[config.mk]
export PLATFORM = sky130hd
export DESIGN_NAME = ppsiii_nco_bank
export DESIGN_NICKNAME = d
export VERILOG_FILES = /design/src/rtl/ppsiii_nco_bank.sv
export SDC_FILE = /design/constraint.sdc
export NUM_CORES = 1
export LEC_CHECK = 0
export CORE_ASPECT_RATIO = 1.75
export CORE_MARGIN = 10
export CORE_UTILIZATION = 57
export DETAILED_ROUTE_END_ITERATION = 8
export GPL_TIMING_DRIVEN = 0
export PLACE_DENSITY_LB_ADDON = 0.25
export RECOVER_POWER = 100
export SLEW_MARGIN = 20
export SYNTH_ARGS = -nofsm -noshare
export SYNTH_HDL_FRONTEND = slang
export SYNTH_SLANG_ARGS = --single-unit
[constraint.sdc]
create_clock -name i_clk -period 4.3 [get_ports i_clk]
set_input_delay 0.43 -clock i_clk [delete_from_list [all_inputs] [get_ports i_clk]]
set_output_delay 0.43 -clock i_clk [all_outputs]
set_load 0.02 [all_outputs]
[src/rtl/ppsiii_nco_bank.sv]
// -----------------------------------------------------------------------------
// ppsiii_nco_bank
//
// Bank of NCH independent phase accumulators, each acting as a run-time
// programmable fractional-divide pulse generator. Every channel adds its STEP
// to an AW-bit accumulator each clock; the carry out of that addition is the
// wrap event. A per-channel mode selects what drives o_out: square wave, wrap
// tick, PWM against DUTY, or inverted square wave. Out of reset every channel
// is an enabled square wave running at roughly 1 Hz.
//
// Ports
//   i_clk    : system clock
//   i_reset  : synchronous active-high reset; beats i_sync and i_wr
//   i_wr     : single-cycle register write strobe
//   i_addr   : {channel[CW-1:0], reg[1:0]}; reg 0=STEP, 1=DUTY, 2=CTRL, 3=unused
//   i_data   : write data (CTRL: bit0 enable, bits[2:1] mode)
//   i_sync   : clears every accumulator, phase-aligning all channels
//   o_out    : per-channel registered mode output
//   o_tick   : per-channel registered one-cycle wrap pulse
// -----------------------------------------------------------------------------
module ppsiii_nco_bank #(
   parameter int              NCH           = 4,
   parameter int              AW            = 32,
   parameter longint unsigned CLOCK_RATE_HZ = 64'd100_000_000,
   parameter longint unsigned DEFAULT_STEP  =
      (((64'd1 << AW) / CLOCK_RATE_HZ) == 64'd0) ? 64'd1
                                                 : ((64'd1 << AW) / CLOCK_RATE_HZ),
   localparam int             CW            = (NCH > 1) ? $clog2(NCH) : 1
) (
   input  logic            i_clk,
   input  logic            i_reset,
   input  logic            i_wr,
   input  logic [CW+1:0]   i_addr,
   input  logic [AW-1:0]   i_data,
   input  logic            i_sync,
   output logic [NCH-1:0]  o_out,
   output logic [NCH-1:0]  o_tick
);

   localparam logic [AW-1:0] STEP_RST = AW'(DEFAULT_STEP);
   localparam logic [AW-1:0] DUTY_RST = {1'b1, {(AW-1){1'b0}}};
   localparam logic [AW-1:0] ACC_ZERO = {AW{1'b0}};
   localparam logic [CW:0]   NCH_V    = (CW+1)'(NCH);

   localparam logic [1:0] REG_STEP = 2'd0;
   localparam logic [1:0] REG_DUTY = 2'd1;
   localparam logic [1:0] REG_CTRL = 2'd2;

   // Output selection for one channel given the freshly computed sum.
   function automatic logic mode_f(input logic [1:0]    mode,
                                   input logic [AW-1:0] sum,
                                   input logic          carry,
                                   input logic [AW-1:0] duty);
      logic r;
      case (mode)
         2'd0:    r = sum[AW-1];
         2'd1:    r = carry;
         2'd2:    r = (sum < duty);
         2'd3:    r = ~sum[AW-1];
         default: r = 1'b0;
      endcase
      return r;
   endfunction

   logic [AW-1:0]  acc_q  [NCH];
   logic [AW-1:0]  acc_d  [NCH];
   logic [AW-1:0]  step_q [NCH];
   logic [AW-1:0]  step_d [NCH];
   logic [AW-1:0]  duty_q [NCH];
   logic [AW-1:0]  duty_d [NCH];
   logic [1:0]     mode_q [NCH];
   logic [1:0]     mode_d [NCH];
   logic [NCH-1:0] en_q, en_d;
   logic [NCH-1:0] out_q, out_d;
   logic [NCH-1:0] tick_q, tick_d;

   logic [CW-1:0]  wr_ch_s;
   logic [1:0]     wr_reg_s;
   logic           wr_hit_s;

   // Address decode: channel indices at or beyond NCH never hit.
   always_comb begin
      wr_ch_s  = i_addr[CW+1:2];
      wr_reg_s = i_addr[1:0];
      wr_hit_s = i_wr && ({1'b0, wr_ch_s} < NCH_V);
   end

   // Register-file next state: writes land on the edge where i_wr is high.
   always_comb begin
      for (int c = 0; c < NCH; c++) begin
         step_d[c] = step_q[c];
         duty_d[c] = duty_q[c];
         mode_d[c] = mode_q[c];
         en_d[c]   = en_q[c];
         if (wr_hit_s && (wr_ch_s == CW'(c))) begin
            case (wr_reg_s)
               REG_STEP: step_d[c] = i_data;
               REG_DUTY: duty_d[c] = i_data;
               REG_CTRL: begin
                  en_d[c]   = i_data[0];
                  mode_d[c] = i_data[2:1];
               end
               default: begin
                  step_d[c] = step_q[c];
               end
            endcase
         end else begin
            step_d[c] = step_q[c];
         end
      end
   end

   // Accumulator and output next state. The update always uses the settings
   // held before this edge, so a new STEP first acts on the following cycle.
   always_comb begin
      for (int c = 0; c < NCH; c++) begin
         logic [AW:0] sum_v;
         sum_v     = {1'b0, acc_q[c]} + {1'b0, step_q[c]};
         acc_d[c]  = acc_q[c];
         tick_d[c] = 1'b0;
         out_d[c]  = 1'b0;
         if (!en_q[c]) begin
            // Disabled channels are held at zero in every mode.
            acc_d[c]  = ACC_ZERO;
            tick_d[c] = 1'b0;
            out_d[c]  = 1'b0;
         end else if (i_sync) begin
            // Sync forces the phase to zero; the output reflects sum = 0.
            acc_d[c]  = ACC_ZERO;
            tick_d[c] = 1'b0;
            out_d[c]  = mode_f(mode_q[c], ACC_ZERO, 1'b0, duty_q[c]);
         end else begin
            acc_d[c]  = sum_v[AW-1:0];
            tick_d[c] = sum_v[AW];
            out_d[c]  = mode_f(mode_q[c], sum_v[AW-1:0], sum_v[AW], duty_q[c]);
         end
      end
   end

   // State registers with synchronous reset to the ~1 Hz square-wave defaults.
   always_ff @(posedge i_clk) begin
      if (i_reset) begin
         for (int c = 0; c < NCH; c++) begin
            acc_q[c]  <= ACC_ZERO;
            step_q[c] <= STEP_RST;
            duty_q[c] <= DUTY_RST;
            mode_q[c] <= 2'd0;
         end
         en_q   <= {NCH{1'b1}};
         out_q  <= {NCH{1'b0}};
         tick_q <= {NCH{1'b0}};
      end else begin
         for (int c = 0; c < NCH; c++) begin
            acc_q[c]  <= acc_d[c];
            step_q[c] <= step_d[c];
            duty_q[c] <= duty_d[c];
            mode_q[c] <= mode_d[c];
         end
         en_q   <= en_d;
         out_q  <= out_d;
         tick_q <= tick_d;
      end
   end

   assign o_out  = out_q;
   assign o_tick = tick_q;

endmodule

; Word-level counts from Yosys, hierarchy flattened
; Memories as Yosys holds them, arrays and structs flattened.
; Index checks and enable logic that the tools add are counted.
[classes]
add_sub_neg = 4
magnitude_cmp = 8
n_eq_ne = 17
mux = 63
n_bitwise = 24
reduce_logical = 26
[op_table]
columns = operator, n
row1 = $mux 32, 36
row2 = $add 32x32->33, 4
row3 = $lt 1x32->1 const A, 4
row4 = $lt 32x32->1, 4
row5 = $mux 2, 12
row6 = $eq 2x2->1 const B, 11
row7 = $or 1x1->1, 16
row8 = $pmux 1 s4, 4
row9 = $reduce_or 2->1, 8
row10 = $eq 2x1->1 const B, 6
row11 = $logic_not 2->1, 6
row12 = $pmux 1 s3, 4
row13 = $reduce_or 3->1, 4
row14 = $not 1->1, 8
row15 = $reduce_and 2->1, 4
row16 = $mux 1, 7
row17 = $logic_and 1x1->1, 4
[word_totals]
reg_bits = 12
ramBits = 392
elab_cells = 158
n_memories = 4
[mem_list]
columns = memory, words, width, rd, rd_clocked_by_memory_dff, wr, line
row1 = acc_q, 4, 32, 4, 0, 4, 65  ; logic [AW-1:0] acc_q [NCH];
row2 = duty_q, 4, 32, 4, 0, 4, 69  ; logic [AW-1:0] duty_q [NCH];
row3 = step_q, 4, 32, 4, 0, 4, 67  ; logic [AW-1:0] step_q [NCH];
row4 = mode_q, 4, 2, 4, 0, 4, 71  ; logic [1:0] mode_q [NCH];

; Longest topological paths before layout
[depth]
word_depth = 4
ltp_mapped = 21
ltp_nobuf = 21

; Least setup slack after synthesis
; Ideal clock, no wire load.
[synth_path]
path_kind = register to register
from = mem step_q[2][0]
to = reg out_q[2], in the netlist o_out[2]
arrival_ns = 4.053
required_ns = 4.209
path_slack_ns = 0.156
stages_incl_launch_ff = 22
synth_period_minus_slack_ns = 4.144
path_cell_list = dfxtp_1 ha_1 inv_1 fa_1 nor2b_1 o21ai_1 a21oi_1 o211ai_1 a2111oi_2 nand2_1 a211oi_1 o21ai_0 xnor2_1 ha_1 a21o_1 a21oi_1 nor2b_1 o21ai_0 a21oi_1 a2111oi_0 a211oi_1 a311oi_1
[synth_rtl]
columns = item, line
row1 = "start, declared", 67
row2 = "end signal, assigned", 150  ; out_q <= {NCH{1'b0}};
row3 = "end signal, assigned", 160  ; out_q <= out_d;
row4 = "end, declared", 74  ; logic [NCH-1:0] out_q, out_d;

==> out/summary.md <==
The maximum clock path buffer count was 3. The count of nets left with antenna violations once routing finished came out at 0. OpenSTA, run right after detailed placement, puts the worst setup slack at -1.02 ns. Classification of the worst-slack hold path: in -> reg.

The final cell count without fillers was 3,502. Counting flops and latches in the post-synthesis netlist gives 404. The cell area that synthesis handed to floorplanning was 23,000 um2. The vertical die dimension was 285 um. For the peak ir drop on the vdd network, the log shows 0.000253 V.

The routed design could run at a clock period as short as 4.36 ns. The clock insertion delay at the later pin of the skew report came out at 0.56 ns. TritonCTS built the clock tree. The run gives 1,435 as the number of DRC markers after the initial detailed-route iteration. The ratio of total power to cell area is 325 nW/um2.

The arrival time of data at the critical path endpoint is 4.82 ns, and the count of maximum capacitance violations is 0. The number of antenna repair diodes came out at 0. The cell that appears most often on the critical path is sky130_fd_sc_hd__a21oi_2. The share of the Yosys chip area taken by registers is 35.2%. The DRC violations left is 0. Minimum setup slack among reg-to-reg paths: -0.06 ns. The logs give 3,195 for the net count after synthesis and 0.953 for the final RePlAce weighted congestion. The most frequently used flop master after synthesis is sky130_fd_sc_hd__dfxtp_1.

The tree built by TritonCTS fans out to 404 sinks. Final setup violation count: 2. The floorplan has 97 rows. For this configuration, the core starts out at a cell density of 57.5%. Along the worst path, the maximum fanout reaches 3. The post-synthesis area per instance came out at 7.92 um2.

The number of detailed-routing iterations run before antenna repair is 7. Across all layers, the routed design uses 21,300 vias. The tools report the total of warnings raised by yosys as 0. The tools report the startpoint of the worst register-to-register path as step_q[2][0]. The cell sitting at the root of the clock tree is a sky130_fd_sc_hd__clkbuf_16. Summed over all cells, the static leakage comes to 10.8 nW. The first global-routing pass estimated 110,000 um of wire. The final reports fail on setup timing. Yosys mapped a number of flops with a built-in enable equal to 0.

The number of I/O port buffers is 17. The slowest stage of the critical path belongs to the cell sky130_fd_sc_hd__a2111oi_4. For this run the aggregate overflow at the end of global routing stands at 0.

Setup repair after global routing could not meet its margin everywhere. The logs give 0 for the final max-slew violation count and 71,700 um for the routed wire length. The initial antenna violation count is 2, and the number of buffers created by CTS is 40. Actual slew at the worst max-slew pin: 1.01 ns. Clock-pin slew was measured on the worst setup and hold paths at 0.06 ns. The placed cell count was 3,411; the share of flip-flops with an asynchronous set or reset after synthesis was 0%.

Floorplan core area: 39,900 um2. The critical path contains buffers and inverters numbering 2 combined. The worst hold path begins at i_data[3].

The worst hold path was traced through 3 stages. 48 I/O pins were placed. Dividing the detail-routed via count by the number of cells gives 6.07. The run gives 28.5% as the global router's overall resource usage. The final hold slack came out at 0.336 ns. Proportion of layout cells with a drive suffix above 1: 5.82%. By count the netlist is led by sky130_fd_sc_hd__nand2_1 (579), sky130_fd_sc_hd__dfxtp_1 (404), sky130_fd_sc_hd__a21oi_1 (389), sky130_fd_sc_hd__ha_1 (252), sky130_fd_sc_hd__inv_1 (184). The delay contributed by the slowest stage of the critical path is 0.40 ns. Traced cell by cell, the critical path runs through ha_4, inv_2, fa_2, nor2b_1, o21ai_1, a21oi_2, o211ai_1, a2111oi_4, buf_4, o21a_1, nor2_1, xnor2_1, ha_1, a41o_1, a21oi_2, o21ai_0, a21oi_2, o21ai_2, a2111oi_4, a211oi_2, a311oi_2. The worst register-to-register path has a depth of 21. Number of levels in the clock H-tree: 2. The biggest area contributor in the post-synthesis netlist is sky130_fd_sc_hd__dfxtp_1. In the final routed layout, each cell accounts on average for 20.5 um. Ranked by total cell area, the synthesized netlist is headed by sky130_fd_sc_hd__dfxtp_1 (35%), sky130_fd_sc_hd__ha_1 (14%), sky130_fd_sc_hd__nand2_1 (9.5%). The run gives 21,300 as the via count of the first global-routing pass.

The tools report the slack of the critical path as -0.0633 ns. Of the available clock period, the critical path in the final layout requires 101%. Chip width: 172 um.

The run gives 0.0108 ns as the clock skew after layout. The unique cell type count in the Yosys netlist was 70. The area growth from synthesis to layout is 11.3%. The run finished, with violations left. The floorplan step defined a die boundary enclosing 49,000 um2. In the final design database the tool counted 3,275 nets.

The tools report the sum of negative setup slack as -0.0652 ns. The total design power came out at 0.00830 W. Type of element capturing the critical path: a flip-flop. The tools report the sort of element at the start of the critical path as a flip-flop. The critical path depth was 21. The worst setup path is of the reg -> reg kind. The logs give 3,442 for the count of fill cells added during filler insertion and 15 for the maximum number of pins on one net before global-route repair. Detailed placer's ending HPWL: 52,500 um.

Grouping stages by cell kind, the critical path spends the most delay in compound AO/OA/AOI/OAI gates. The tools report the total count of hold-check failures in the final report as 0. The run gives 4.76 ns as the required time of the critical path. In the post-synthesis netlist, the cell with the most instances is sky130_fd_sc_hd__nand2_1. The cell count after synthesis came out at 2,899. The maximum achievable frequency is 229 MHz. The top cell type by area accounts for 35.2% of the synthesized area. The launching instance or port of the critical path was step_q[2][0]. The relative slew slack came out at 33.0%.
==> metal layers <==
layer | up-vias | global-route usage (%) | share of wire, %
li1 | 10200 | - | -
met1 | 10000 | 29.4 | 36
met2 | 766 | 49.8 | 49
met3 | 297 | 5.39 | 7.1
met4 | 2 | 21.6 | 8.3
met5 | - | 0 | 0.013
==> final timing paths <==
kind	end
max	o_out[2]
min	duty_q[2][3]
max reg2reg	o_out[2]
min reg2reg	duty_q[3][10]
==> logic make-up after synthesis <==
kind of cell | synth area share, %
AND/OR/NAND/NOR | 21.5
AO/OA/AOI/OAI | 18.9
flip-flops | 35.2
buffers and inverters | 5.55
adder cells (fa/ha/maj) | 14.1
XOR/XNOR | 4.08
multiplexers | 0.622
==> report_power, final <==
part	internal [W]	switching, W
Sequential	0.00379	0.0000334
Clock	0.00217	0.00154
Combinational	0.000254	0.000499
==> sequential cells by signal, indices dropped and copies added, names as in the netlist <==
register / cells
duty_q: 128
step_q: 128
acc_q: 128
o_out: 4
mode_q: 8
o_tick: 4
en_q: 4
==> area by class of cell <==
cell class | count | area (um2) | area share [%]
buffer | 146 | 583 | 2.28
tap | 495 | 619 | 2.42
timing repair buffer | 38 | 328 | 1.28
multi-input combinational | 2165 | 13900 | 54.4
inverter | 184 | 691 | 2.70
clock inverter | 12 | 189 | 0.739
sequential | 404 | 8090 | 31.7
clock buffer | 58 | 1160 | 4.54
==> per-stage QoR <==
stage,area [um2],utilization (%)
floorplan,23000,-
global placement,23700,59.5
detailed placement,23700,59.5
CTS,25200,63.2
global route,25600,64.0
finish,25600,64.0
==> cells in the final DEF, fill, tap and decap left out, types with 6 or more instances in the layout <==
cell type and count:
sky130_fd_sc_hd__nand4_1 41, sky130_fd_sc_hd__o211ai_1 16, sky130_fd_sc_hd__or3_1 7, sky130_fd_sc_hd__nand3_1 36, sky130_fd_sc_hd__nor4_1 34, sky130_fd_sc_hd__clkbuf_2 28, sky130_fd_sc_hd__and3_1 92, sky130_fd_sc_hd__xnor2_1 72
sky130_fd_sc_hd__nand2_1 578, sky130_fd_sc_hd__o21bai_1 11, sky130_fd_sc_hd__nand2b_1 23, sky130_fd_sc_hd__nand3b_1 16, sky130_fd_sc_hd__inv_1 183, sky130_fd_sc_hd__a31oi_1 13, sky130_fd_sc_hd__xor2_1 32, sky130_fd_sc_hd__and2_1 27
sky130_fd_sc_hd__a21oi_2 13, sky130_fd_sc_hd__clkbuf_16 41, sky130_fd_sc_hd__nor2_1 118, sky130_fd_sc_hd__mux2i_1 12, sky130_fd_sc_hd__a211oi_1 16, sky130_fd_sc_hd__and2_0 8, sky130_fd_sc_hd__o21ai_0 72, sky130_fd_sc_hd__a211o_1 14
sky130_fd_sc_hd__nor2b_1 37, sky130_fd_sc_hd__ha_1 250, sky130_fd_sc_hd__a21oi_1 375, sky130_fd_sc_hd__clkbuf_8 7, sky130_fd_sc_hd__o21ai_1 16, sky130_fd_sc_hd__clkbuf_1 128, sky130_fd_sc_hd__clkinv_2 6, sky130_fd_sc_hd__o21a_1 19
sky130_fd_sc_hd__dfxtp_1 402, sky130_fd_sc_hd__a21o_1 77, sky130_fd_sc_hd__nor3_1 21, sky130_fd_sc_hd__clkdlybuf4s50_1 6, sky130_fd_sc_hd__buf_4 19, sky130_fd_sc_hd__dlygate4sd3_1 11
==> worst reg2reg max path, stage by stage, from the launching register on <==
cell and delay, ns:
sky130_fd_sc_hd__dfxtp_2 0.35, sky130_fd_sc_hd__ha_4 0.14, sky130_fd_sc_hd__inv_2 0.04, sky130_fd_sc_hd__fa_2 0.39
sky130_fd_sc_hd__nor2b_1 0.12, sky130_fd_sc_hd__o21ai_1 0.09, sky130_fd_sc_hd__a21oi_2 0.22, sky130_fd_sc_hd__o211ai_1 0.21
sky130_fd_sc_hd__a2111oi_4 0.40, sky130_fd_sc_hd__buf_4 0.18, sky130_fd_sc_hd__o21a_1 0.11, sky130_fd_sc_hd__nor2_1 0.05
sky130_fd_sc_hd__xnor2_1 0.24, sky130_fd_sc_hd__ha_1 0.32, sky130_fd_sc_hd__a41o_1 0.21, sky130_fd_sc_hd__a21oi_2 0.12
sky130_fd_sc_hd__o21ai_0 0.11, sky130_fd_sc_hd__a21oi_2 0.14, sky130_fd_sc_hd__o21ai_2 0.11, sky130_fd_sc_hd__a2111oi_4 0.34
sky130_fd_sc_hd__a211oi_2 0.08, sky130_fd_sc_hd__a311oi_2 0.30
==> timing repair <==
item	CTS	global route
hold buffers	0	0
setup buffers	8	13
setup endpoints to repair	4	4
pin swaps	13	33
gates resized for setup	23	63
No activity file was read; power rests on OpenSTA's default activity.
